File: src/rtl/la_uart_rx.sv
// la_uart_rx: 16x-oversampling UART receiver with a small receive FIFO,
// a valid/ready output stream, sticky error flags and a CTS output.
// Optional feature macro: LA_UART_RX_PARITY_EN adds a parity bit per frame
// (odd/even chosen by ctrl_podd) and drives err_parity. Without it the
// frame is 8N1 and err_parity is tied low.
module la_uart_rx #(
  parameter int DIVW  = 16,
  parameter int DEPTH = 4
) (
  input  logic            clk,
  input  logic            reset,
  input  logic [DIVW-1:0] ctrl_div,
  input  logic            ctrl_podd,
  input  logic            ctrl_clr,
  input  logic            uart_rx,
  output logic            uart_cts_out,
  output logic            rx_valid,
  output logic [7:0]      rx_data,
  input  logic            rx_ready,
  output logic            rx_busy,
  output logic            err_frame,
  output logic            err_overrun,
  output logic            err_parity,
  output logic            irq
);

  localparam int AW = $clog2(DEPTH);
  localparam int CW = AW + 1;

  typedef enum logic [2:0] {
    S_IDLE,
    S_START,
    S_DATA,
`ifdef LA_UART_RX_PARITY_EN
    S_PARITY,
`endif
    S_STOP
  } state_t;

  state_t          state;
  logic            rx_s1, rx_s2;
  logic [DIVW-1:0] tick_cnt;
  logic            tick;
  logic [3:0]      s_cnt;
  logic [2:0]      bit_cnt;
  logic [7:0]      shreg;
  logic            par_bad;
  logic            start_edge;
  logic            stop_mid;
  logic            push_req, frame_set, par_set;

  logic [7:0]      mem [DEPTH];
  logic [AW-1:0]   wr_ptr, rd_ptr, rd_nxt;
  logic [CW-1:0]   count, count_next;
  logic            pop, push_ok, overrun_set;

  // Two-flop synchronizer; idles high so reset does not look like a start bit.
  always_ff @(posedge clk) begin
    // NOTE: sequential state uses non-blocking assignments so every flop
    // samples the pre-edge value of its neighbours, matching real hardware.
    if (reset) begin
      rx_s1 <= 1'b1;
      rx_s2 <= 1'b1;
    end else begin
      rx_s1 <= uart_rx;
      rx_s2 <= rx_s1;
    end
  end

  // >= rather than == keeps the divider from running the full counter range
  // when ctrl_div is lowered mid-count.
  assign tick       = (tick_cnt >= ctrl_div);
  assign start_edge = (state == S_IDLE) && !rx_s2;
  assign stop_mid   = (state == S_STOP) && tick && (s_cnt == 4'd7);

  // Oversample tick divider, realigned to the detected start edge.
  always_ff @(posedge clk) begin
    if (reset || start_edge || tick) tick_cnt <= '0;
    else                             tick_cnt <= tick_cnt + 1'b1;
  end

  // Frame FSM: bit sampling at s==7, bit boundaries at s==15.
  always_ff @(posedge clk) begin
    if (reset) begin
      state   <= S_IDLE;
      s_cnt   <= '0;
      bit_cnt <= '0;
      shreg   <= '0;
`ifdef LA_UART_RX_PARITY_EN
      par_bad <= 1'b0;
`endif
    end else begin
      if (state != S_IDLE && tick) s_cnt <= s_cnt + 1'b1;
      unique case (state)
        S_IDLE: begin
          if (!rx_s2) begin
            state   <= S_START;
            s_cnt   <= '0;
            bit_cnt <= '0;
`ifdef LA_UART_RX_PARITY_EN
            par_bad <= 1'b0;
`endif
          end
        end
        S_START: begin
          if (tick && s_cnt == 4'd7 && rx_s2) state <= S_IDLE;
          else if (tick && s_cnt == 4'd15)   state <= S_DATA;
        end
        S_DATA: begin
          if (tick && s_cnt == 4'd7) shreg <= {rx_s2, shreg[7:1]};
          if (tick && s_cnt == 4'd15) begin
            if (bit_cnt == 3'd7) begin
`ifdef LA_UART_RX_PARITY_EN
              state <= S_PARITY;
`else
              state <= S_STOP;
`endif
            end else begin
              bit_cnt <= bit_cnt + 1'b1;
            end
          end
        end
`ifdef LA_UART_RX_PARITY_EN
        S_PARITY: begin
          if (tick && s_cnt == 4'd7)  par_bad <= (rx_s2 != (^shreg ^ ctrl_podd));
          if (tick && s_cnt == 4'd15) state <= S_STOP;
        end
`endif
        S_STOP: begin
          // Leave at mid-stop so the next start edge is caught promptly.
          if (tick && s_cnt == 4'd7) state <= S_IDLE;
        end
        default: state <= S_IDLE;
      endcase
    end
  end

`ifndef LA_UART_RX_PARITY_EN
  logic unused_podd;
  assign par_bad     = 1'b0;
  assign unused_podd = ctrl_podd;
`endif

  assign frame_set = stop_mid && !rx_s2;
  assign par_set   = stop_mid &&  rx_s2 &&  par_bad;
  assign push_req  = stop_mid &&  rx_s2 && !par_bad;

  assign pop         = rx_valid && rx_ready;
  assign push_ok     = push_req && ((count != CW'(DEPTH)) || pop);
  assign overrun_set = push_req && !push_ok;

  // Occupancy after this edge; drives the registered head, valid and CTS.
  always_comb begin
    // NOTE: every always_comb output gets a default first so no path leaves
    // it unassigned, which would otherwise infer a latch.
    count_next = count;
    rd_nxt     = rd_ptr + 1'b1;
    count_next = count + CW'(push_ok) - CW'(pop);
  end

  // FIFO storage: the data array carries no reset, only pointers and count do.
  always_ff @(posedge clk) begin
    // NOTE: the byte array is deliberately left unreset; occupancy is tracked
    // by count, so stale contents are never presented as valid.
    if (push_ok) mem[wr_ptr] <= shreg;
  end

  // FIFO control, registered head byte and flow-control output.
  always_ff @(posedge clk) begin
    if (reset) begin
      wr_ptr       <= '0;
      rd_ptr       <= '0;
      count        <= '0;
      rx_valid     <= 1'b0;
      rx_data      <= '0;
      uart_cts_out <= 1'b0;
    end else begin
      if (push_ok) wr_ptr <= wr_ptr + 1'b1;
      if (pop)     rd_ptr <= rd_nxt;
      count        <= count_next;
      rx_valid     <= (count_next != '0);
      uart_cts_out <= (count_next <= CW'(DEPTH - 2));
      if (pop) begin
        if (count >= CW'(2))  rx_data <= mem[rd_nxt];
        else if (push_ok)     rx_data <= shreg;
      end else if (count == '0 && push_ok) begin
        rx_data <= shreg;
      end
    end
  end

  // Sticky error flags; a new error wins over a simultaneous clear.
  always_ff @(posedge clk) begin
    if (reset) begin
      err_frame   <= 1'b0;
      err_overrun <= 1'b0;
      err_parity  <= 1'b0;
    end else begin
      err_frame   <= frame_set   | (err_frame   & ~ctrl_clr);
      err_overrun <= overrun_set | (err_overrun & ~ctrl_clr);
      err_parity  <= par_set     | (err_parity  & ~ctrl_clr);
    end
  end

  assign rx_busy = (state != S_IDLE);
  assign irq     = rx_valid | err_frame | err_overrun | err_parity;

endmodule
File: config.mk
export PLATFORM = sky130hd
export DESIGN_NAME = la_uart_rx
export DESIGN_NICKNAME = d
export VERILOG_FILES = /design/src/rtl/la_uart_rx.sv
export SDC_FILE = /design/constraint.sdc
export NUM_CORES = 1
export LEC_CHECK = 0
export ABC_AREA = 1
export BUFFER_PORTS_ARGS = -buffer_cell sky130_fd_sc_hd__buf_2
export CORE_MARGIN = 4
export CORE_UTILIZATION = 40
export DETAILED_ROUTE_END_ITERATION = 6
export HOLD_SLACK_MARGIN = 0.15
export PLACE_DENSITY = 0.64
export SYNTH_ARGS = -nofsm -noshare
export SYNTH_HDL_FRONTEND = slang
export SYNTH_SLANG_ARGS = --single-unit
File: constraint.sdc
create_clock -name clk -period 3.5 [get_ports clk]
set_input_delay 0.7 -clock clk [delete_from_list [all_inputs] [get_ports clk]]
set_output_delay 0.7 -clock clk [all_outputs]
set_load 0.03 [all_outputs]
==> impl_metrics.env, run 1 <==
export IMPL_synth_seq_area_share=0.498
export IMPL_grt_pass1_vias=3031
export IMPL_max_freq_ghz=0.344
export IMPL_port_buffers=35
export IMPL_cp_cell_sequence="buf_2 -> inv_1 -> ha_1 -> nand2_1 -> inv_1 -> nand2_2 -> nor2_1 -> nor2_1 -> nand2_1 -> nand2_2 -> nand2_4 -> nand4_4 -> inv_1 -> nand2_2 -> ha_1 -> inv_1 -> ha_1 -> fa_1 -> xnor2_1 -> o31ai_1 -> inv_1"
export IMPL_cts_max_level=3
export IMPL_cts_buffers_inserted=9
export IMPL_overflow=0
export IMPL_tns_ps=0
export IMPL_synth_edf_count=32
export IMPL_slowest_delay_ps=380
export IMPL_grt_max_degree=24
export IMPL_hp_class="flop to flop"
export IMPL_powerDensity_mw_per_mm2=519
export IMPL_core_mm2=0.00991
export IMPL_grt_busiest_layer="met2"
export IMPL_drt_iter0_drc=117
export IMPL_yosysUniqueCellTypes=44
export IMPL_syn_inst=473
export IMPL_final_setup_viol_count=0
export IMPL_critPathMaxFanout=3
export IMPL_required_ps=3750
export IMPL_worst_pin_slew_ps=831
export IMPL_synth_top_area_share=0.266
export IMPL_wirelength_um=7630
export IMPL_antenna_found_initial=0
export IMPL_gp_congestion=0.782
export IMPL_synth_top_area_cell="dfxtp_1"
export IMPL_final_cell_area_mm2=0.00469
export IMPL_period_needed_ps=2900
export IMPL_path_class="input pin to flop"
export IMPL_ys_ff_latch=87
export IMPL_placementRows=36
export IMPL_viasPerCell=4.73
export IMPL_clkLatencyLatePin_ps=350
export IMPL_track_usage=0.138
export IMPL_diodes=0
export IMPL_fill_cells=992
export IMPL_die_y_um=110
export IMPL_p_total_uw=2430
export IMPL_cts_root_buf="clkbuf_8"
export IMPL_initial_core_util=0.418
export IMPL_synth_flop_cell="dfxtp_1"
export IMPL_max_vdd_ir_drop_mv=0.203
export IMPL_finalClockSkew_ps=14.1
export IMPL_rsz0062_at_grt="false"
export IMPL_r2r_setup_slack_ps=660
export IMPL_synth_cell_area_mm2=0.00414
export IMPL_ctsHoldBuffers=0
export IMPL_dpl_cell_area_mm2=0.00449
export IMPL_slowest_stage="fa_1"
export IMPL_slew_viol_final=0
export IMPL_crit_path_start_kind="input pin"
export IMPL_ctsResizeCount=0
export IMPL_drc=0
export IMPL_synth_warnings=0
export IMPL_drv_cap=0
export IMPL_detail_route_wl_per_cell_um=11.7
export IMPL_critPathCaptureType="flop"
export IMPL_maxSlewHeadroom=0.444
export IMPL_drive_gt1_frac=0.148
export IMPL_io_pins=37
export IMPL_cpMostUsedCell="inv_1"
export IMPL_grtUsageMet2=0.233
export IMPL_die_area_mm2=0.0120
export IMPL_hpwl_um=5730
export IMPL_cts_sinks=87
export IMPL_finalHoldViolCount=0
export IMPL_grt_pass1_wl_um=13200
export IMPL_clk_pin_slew_ps=90
export IMPL_cts_buffer_depth=2
export IMPL_layout_commonest_cell="nand2_1"
export IMPL_cts_tree="done"
export IMPL_fin_crit_sh=0.830
export IMPL_vias=3097
export IMPL_status="finished, final reports clean"
export IMPL_cts_setup_buffers=0
export IMPL_nets=568
export IMPL_yosys_top_cells_area="dfxtp_1 27%, edfxtp_1 23%, ha_1 8.5%, nand2_1 6.9%, inv_1 6.3%"
export IMPL_synth_nets=524
export IMPL_final_cell_mix="76 x nand2_1, 69 x inv_1, 58 x nor2_1, 55 x dfxtp_1, 37 x a21oi_1"
export IMPL_fp_dieW_um=110
export IMPL_postRouteAntennaNets=0
export IMPL_crit_arrival_ps=3150
export IMPL_p_leak_uw=0.00205
export IMPL_async_flop_share=0
export IMPL_synthToLayoutAreaGrowth_pct=13.2
export IMPL_avgSynthCellArea_um2=8.76
export IMPL_met1_usage=0.173
export IMPL_drt_pass1_iterations=5
export IMPL_globalRouteMet3Util=0.0323
-- per-layer routing --
| layer | part of all wire | routed length [um] |
|---|---|---|
| met1 | 0.48 | 3690 |
| met2 | 0.47 | 3620 |
| met3 | 0.033 | 254 |
| met4 | 0.0097 | 74 |
| met5 | 0 | 0 |
-- area by class of cell --
| cell class | count | area (um2) | area share |
|---|---|---|---|
| clock inverters | 6 | 67.6 | 0.0144 |
| repair buffers | 44 | 243 | 0.0518 |
| clock buffers | 10 | 128 | 0.0272 |
| inverters | 71 | 267 | 0.0568 |
| multi-input cells | 304 | 1760 | 0.374 |
| well taps | 133 | 166 | 0.0355 |
| flip-flops and latches | 87 | 2060 | 0.440 |
-- synthesized netlist by cell type, types with 3 or more instances --
| master | count |
|---|---|
| a31oi_1 | 3 |
| buf_2 | 5 |
| dfxtp_1 | 55 |
| nand2_1 | 76 |
| a221oi_1 | 4 |
| clkbuf_1 | 4 |
| a21oi_1 | 37 |
| ha_1 | 28 |
| nor2_1 | 58 |
| nor3b_1 | 4 |
| edfxtp_1 | 32 |
| nor3_1 | 6 |
| or2_2 | 4 |
| o22ai_1 | 4 |
| nand4_1 | 6 |
| o21ai_0 | 22 |
| xnor2_1 | 3 |
| nand3_1 | 17 |
| nand2_2 | 3 |
| inv_1 | 69 |
| xor2_1 | 6 |
-- logic make-up (layout without fill, tap and decap cells) --
family                   after synthesis  after routing  synth area share
AND/OR/NAND/NOR                      186            186             0.203
flip-flops                            87             87             0.498
buffers and inverters                 82            131            0.0785
AO/OA/AOI/OAI                         79             79             0.110
adder cells (fa/ha/maj)               29             29            0.0894
XOR/XNOR                               9              9            0.0190
multiplexers                           1              1           0.00242
-- critical path, delay by kind of cell --
family	cells	cell delay [ps]
AOI/OAI and AO/OA	1	210
buffers and inverters	6	340
xor gates and xnor gates	1	170
adders and majority gates	4	1120
and+or+nand+nor	9	600
-- report_power, final --
group          total [uW]  switching [uW]  internal (uW)
clock                 690             355            335
combinational         582             390            192
sequential           1160            54.7           1100
total                2430             800           1630
-- flip-flops by register name (all words and copies together) (netlist names), 2 cells and up --
| name | count |
|---|---|
| mem | 32 |
| tick_cnt | 16 |
| rx_data | 8 |
| shreg | 8 |
| s_cnt | 4 |
| bit_cnt | 3 |
| count | 3 |
| rd_ptr | 2 |
| state | 2 |
| wr_ptr | 2 |
-- per-stage QoR --
stage / utilization / worst slack [ps] / hold slack [ps] / cells
floorplan: - / 362 / 389 / 473
detailed placement: 0.453 / 198 / 400 / 639
global route: 0.473 / 374 / 449 / 655
CTS: 0.473 / 578 / 423 / 655
global placement: 0.453 / 236 / 392 / 639
finish: 0.473 / 597 / 420 / 655
-- final timing paths --
kind	cells past startpoint	endpoint	startpoint
worst min-delay path	1	rx_s2	rx_s1
worst min register to register	1	rx_s2	rx_s1
worst max-delay path	21	rx_valid	ctrl_div[5]
worst max register to register	19	rx_valid	tick_cnt[5]
(Power assumes the default switching activity.)
==> run 2: changes to the inputs <==
ABC_AREA = 0   (was 1)
clock period = 2.96 ns   (was 3.5 ns; I/O delays follow)
==> run 2 against run 1 <==
- the flow now finishes with violations (setup timing)
- clock skew fell by 3.8 ps
- setup slack got worse by 770 ps
- hold slack got worse by 3.8 ps
==> impl_metrics.env, run 2 <==
export IMPL_multiInputGateArea_mm2=0.00200
export IMPL_final_cell_area_mm2=0.00518
export IMPL_avgSynthCellArea_um2=11.0
export IMPL_required_ps=3200
export IMPL_clkLatencyLatePin_ps=350
export IMPL_synth_cell_area_mm2=0.00405
export IMPL_detail_route_wl_per_cell_um=14.7
export IMPL_dp_slack_ps=-665
export IMPL_fill_cells=891
export IMPL_synthTopCellsByCount="55 x dfxtp_1, 41 x nor2_1, 32 x edfxtp_1"
export IMPL_rsz0062_at_grt="true"
export IMPL_slew_viol_final=0
export IMPL_grt_pass1_wl_um=14500
export IMPL_synth_xor_area_frac=0.0368
export IMPL_largest_register="mem"
export IMPL_finalHoldViolCount=0
export IMPL_hold_ws_ps=416
export IMPL_ctsHoldBuffers=0
export IMPL_synth_flop_cell="dfxtp_1"
export IMPL_port_buffers=35
export IMPL_muxShareOfSynthArea=0.0991
export IMPL_core_mm2=0.00982
export IMPL_drt_pass1_iterations=4
export IMPL_viasPerCell=5.06
export IMPL_synth_most_common_cell="dfxtp_1"
export IMPL_power_switching_uw=819
export IMPL_track_usage=0.157
export IMPL_powerDensity_mw_per_mm2=535
export IMPL_finalClockSkew_ps=10.3
export IMPL_synth_nets=419
export IMPL_cts_root_buf="clkbuf_8"
export IMPL_synth_top_family_by_area="simple AND/OR/NAND/NOR gates"
export IMPL_finalWorstSetupSlack_ps=-174
export IMPL_die_area_mm2=0.0118
export IMPL_yosysUniqueCellTypes=45
export IMPL_critPathMaxFanout=3
export IMPL_placementRows=36
export IMPL_grt_pass1_vias=3016
export IMPL_largest_register_ffs=32
export IMPL_ys_ff_latch=87
export IMPL_cts_tree="done"
export IMPL_critPathCaptureType="flop"
export IMPL_maxSlewHeadroom=0.553
export IMPL_seqPwrFrac=0.486
export IMPL_fin_crit_sh=1.06
export IMPL_nets=496
export IMPL_status="finished with violations"
export IMPL_max_vdd_ir_drop_mv=0.300
export IMPL_drc=0
export IMPL_largestRegisters="mem (32), tick_cnt (16)"
export IMPL_p_leak_uw=0.00215
export IMPL_cts_buffer_depth=2
export IMPL_initial_core_util=0.413
export IMPL_io_pins=37
export IMPL_syn_inst=368
export IMPL_tns_ps=-604
export IMPL_yosys_top_cells_area="dfxtp_1 27%, edfxtp_1 24%, ha_1 8.6%, mux2i_1 5.2%, mux4_2 4.4%"
export IMPL_p_sw_frac=0.296
export IMPL_seq_area_mm2=0.00207
export IMPL_synth_seq_area_share=0.509
export IMPL_postRouteAntennaNets=0
export IMPL_final_cell_mix="49 x dfxtp_1, 40 x nor2_1, 35 x buf_4, 32 x edfxtp_1, 31 x buf_2"
export IMPL_final_setup_viol_count=10
export IMPL_hpwl_um=6030
export IMPL_wirelength_um=8580
export IMPL_post_route_util=0.527
export IMPL_synth_warnings=0
export IMPL_p_clk_frac=0.303
export IMPL_clk_pin_slew_ps=90
export IMPL_synth_top_area_cell="dfxtp_1"
export IMPL_layout_commonest_cell="dfxtp_1"
export IMPL_synthToLayoutAreaGrowth_pct=27.8
export IMPL_antenna_found_initial=0
export IMPL_gp_congestion=0.778
export IMPL_die_y_um=109
export IMPL_synthAdderAreaFrac=0.0914
export IMPL_overflow=0
export IMPL_drt_iter0_drc=102
export IMPL_combPwrFrac=0.211
export IMPL_worst_pin_slew_ps=670
export IMPL_crit_path_start_kind="input pin"
export IMPL_hp_class="flop to flop"
export IMPL_crit_arrival_ps=3370
export IMPL_drv_cap=0
export IMPL_vias=2950
export IMPL_violations="setup timing"
export IMPL_max_freq_ghz=0.319
export IMPL_synth_edf_count=32
export IMPL_cts_max_level=3
export IMPL_period_needed_ps=3130
export IMPL_synth_simple_gate_area_frac=0.145
export IMPL_grt_max_degree=31
export IMPL_p_int_uw=1950
export IMPL_fp_dieW_um=109
export IMPL_synth_top_area_share=0.272
export IMPL_cts_buffers_inserted=9
export IMPL_async_flop_share=0
export IMPL_cts_sinks=87
export IMPL_drive_gt1_frac=0.320
export IMPL_synth_compound_area_share=0.0778
export IMPL_dpl_cell_area_mm2=0.00476
export IMPL_path_class="input pin to flop"
export IMPL_diodes=0
[run 2: cell types whose count changed after synthesis, moves of 8 or more]
cell     before  now
nand2_1      76   25
inv_1        69   28
a21oi_1      37    9
mux2i_1       1   21
nor2_1       58   41
o21ai_0      22   10
mux4_2        0    8
o311a_1       0    8
xor2_1        6   14
[run 2: layer usage]
layer | GRT usage | part of all wire
met4 | 0.0433 | 0.0071
met1 | 0.209 | 0.46
met3 | 0.0213 | 0.036
met2 | 0.267 | 0.50
met5 | 0 | 0
[run 2: path summary, 6_finish.rpt]
check | from | to | slack, ps | cells after the start
worst max-delay path | ctrl_div[9] | uart_cts_out | -170 | 15
worst min-delay path | rx_s1 | rx_s2 | 420 | 1
worst max register to register | tick_cnt[10] | uart_cts_out | -160 | 13
worst min register to register | rx_s1 | rx_s2 | 420 | 1
[run 2: final cells by class]
| type | count | area share |
|---|---|---|
| clock buffers | 9 | 0.0239 |
| multi-input cells | 239 | 0.386 |
| flip-flops and latches | 87 | 0.400 |
| clock inverters | 7 | 0.0152 |
| repair buffers | 79 | 0.119 |
| well taps | 133 | 0.0321 |
| inverters | 29 | 0.0234 |
[run 2: cell families (layout without fill, tap and decap cells)]
| logic type | after synthesis | after routing |
|---|---|---|
| and+or+nand+nor | 119 | 119 |
| muxes | 30 | 30 |
| adders and majority gates | 29 | 29 |
| xor gates and xnor gates | 17 | 17 |
| AOI/OAI and AO/OA | 44 | 44 |
| DFF | 87 | 87 |
| buffers and inverters | 42 | 124 |
[run 2: what timing repair did]
item / CTS / global route
setup endpoints to repair: 12 / 12
gates cloned: 0 / 1
gates resized for setup: 21 / 22
buffers inserted: 5 / 2
pin swaps: 11 / 8
[run 2: per-stage QoR]
step / cells / power (uW)
2_1_floorplan: 368 / 1720
3_3_place_gp: 559 / 1870
3_5_place_dp: 559 / 1890
4_1_cts: 580 / 2760
5_1_grt: 583 / 2910
6_report: 583 / 2770
[run 2: power by group through the flow]
stage                     Sequential, uW  Clock, uW  Combinational, uW
after global routing                1360        912                637
after floorplan                     1420          0                295
after CTS                           1350        861                550
final                               1350        839                585
after detailed placement            1380          0                515
after global placement              1370          0                502
[run 2: worst max-delay path, stage by stage]
cell and delay (ps):
buf_2 70, inv_1 50, ha_4 260, nand4_1 130
nor2_2 160, or4b_4 470, and3_4 200, nor3b_4 190
inv_2 80, ha_4 260, inv_2 30, ha_4 140
fa_2 540, nand2_1 50, and3_1 130
==> run 3: changes to the inputs <==
ABC_AREA = 1   (was 0)
CAP_MARGIN = 10   (was not set)
==> run 3 against run 2 <==
- the run now ends clean
- global-route usage is 1.5 points lower
- sequential share of layout area rose by 3.1 points
- routed wire length decreased by 8.7%
- clock power shrank 4.9%
- cell count grew 13%
- clock-buffer cell count did not move
- setup slack improved by 370 ps
==> impl_metrics.env, run 3 (synthesis results as in run 1) <==
export IMPL_overflow=0
export IMPL_p_leak_uw=0.00206
export IMPL_ctsHoldBuffers=0
export IMPL_layout_commonest_cell="nand2_1"
export IMPL_die_area_mm2=0.0120
export IMPL_cts_tree="done"
export IMPL_cp_cell_sequence="inv_1 -> ha_1 -> nand4_1 -> nor2_1 -> nor2_1 -> nand2_1 -> nand2_2 -> nand2_4 -> nand4_4 -> inv_2 -> nand2_4 -> ha_4 -> inv_2 -> ha_4 -> fa_2 -> xnor2_2 -> o31ai_1 -> inv_1"
export IMPL_crit_path_start_kind="flop"
export IMPL_final_cell_mix="75 x nand2_1, 63 x inv_1, 58 x nor2_1, 53 x dfxtp_1, 37 x a21oi_1"
export IMPL_port_buffers=35
export IMPL_grt_pass1_wl_um=13400
export IMPL_synthToLayoutAreaGrowth_pct=15.8
export IMPL_postRouteAntennaNets=0
export IMPL_critPathCaptureType="flop"
export IMPL_cpLargestDelayFamily="adder cells"
export IMPL_drv_cap=0
export IMPL_hp_class="input pin to flop"
export IMPL_cts_root_buf="clkbuf_8"
export IMPL_largestRegisters="mem (32), tick_cnt (16)"
export IMPL_gp_congestion=0.764
export IMPL_cts_max_level=3
export IMPL_io_pins=37
export IMPL_max_vdd_ir_drop_mv=0.299
export IMPL_crit_arrival_ps=3010
export IMPL_detail_route_wl_per_cell_um=11.9
export IMPL_cts_buffer_depth=2
export IMPL_finalClockSkew_ps=14.1
export IMPL_max_freq_ghz=0.362
export IMPL_vias=3099
export IMPL_largest_register="mem"
export IMPL_viasPerCell=4.72
export IMPL_fin_crit_sh=0.933
export IMPL_nets=570
export IMPL_drt_pass1_iterations=4
export IMPL_fill_cells=957
export IMPL_drt_iter0_drc=132
export IMPL_required_ps=3200
export IMPL_path_class="flop to flop"
export IMPL_slew_viol_final=0
export IMPL_finalWorstSetupSlack_ps=199
export IMPL_cts_sinks=87
export IMPL_slowest_delay_ps=370
export IMPL_multiInputGateArea_mm2=0.00184
export IMPL_antenna_found_initial=0
export IMPL_period_needed_ps=2760
export IMPL_wirelength_um=7830
export IMPL_core_mm2=0.00991
export IMPL_critical_path_buf_inv_count=4
export IMPL_slowest_stage="dfxtp_4"
export IMPL_clk_pin_slew_ps=90
export IMPL_grt_max_degree=24
export IMPL_track_usage=0.141
export IMPL_clkLatencyLatePin_ps=350
export IMPL_diodes=0
export IMPL_fp_dieW_um=110
export IMPL_maxSlewHeadroom=0.480
export IMPL_finalHoldViolCount=0
export IMPL_critPathMaxFanout=5
export IMPL_rsz0062_at_grt="false"
export IMPL_drive_gt1_frac=0.185
export IMPL_cts_buffers_inserted=9
export IMPL_worst_pin_slew_ps=777
export IMPL_grt_pass1_vias=2992
export IMPL_cts_setup_buffers=0
export IMPL_placementRows=36
export IMPL_die_y_um=110
export IMPL_seq_area_mm2=0.00207
export IMPL_final_setup_viol_count=0
export IMPL_status="finished, final reports clean"
export IMPL_dp_slack_ps=-217
export IMPL_initial_core_util=0.418
export IMPL_p_total_uw=2930
export IMPL_largest_register_ffs=32
export IMPL_hpwl_um=5760
export IMPL_drc=0
export IMPL_powerDensity_mw_per_mm2=611
==> run 3: per-layer routing <==
metal	part of all wire	wire (um)	track usage	up-vias
li1	-	-	-	1653
met1	0.45	3500	0.174	1388
met2	0.50	3900	0.246	54
met3	0.046	361	0.0352	4
met4	0.0083	65	0.0374	0
met5	0	0	0	-
==> run 3: layout make-up <==
type / instances / area share
multi-input cells: 304 / 0.384
inverters: 71 / 0.0561
clock inverters: 7 / 0.0151
well taps: 133 / 0.0347
flip-flops and latches: 87 / 0.431
repair buffers: 46 / 0.0537
clock buffers: 9 / 0.0258
==> run 3: final timing paths <==
kind	from	end	slack (ps)	cells after the start
setup / recovery	tick_cnt[0]	rx_valid	200	18
hold / removal	ctrl_clr	err_parity	410	2
setup reg to reg	tick_cnt[0]	rx_valid	200	18
hold reg to reg	rx_s1	rx_s2	420	1
==> run 3: timing repair <==
item	CTS	global route
endpoints found under the setup margin	0	3
gates resized for setup	0	4
endpoints found under the hold margin	0	0
==> run 3: where the power goes <==
group / switching [uW] / internal, uW
Sequential: 70.4 / 1310
Clock: 465 / 333
Combinational: 480 / 275
Total: 1020 / 1910
==> run 3: through the flow <==
step / cell area [um2] / utilization / instances / hold WS, ps / setup TNS [ps]
after global placement: 4590 / 0.463 / 641 / 396 / -242
final: 4800 / 0.484 / 657 / 413 / 0
after CTS: 4790 / 0.483 / 657 / 389 / 0
after floorplan: 4230 / - / 473 / 389 / 0
after detailed placement: 4590 / 0.463 / 641 / 395 / -510
after global routing: 4800 / 0.484 / 657 / 396 / 0
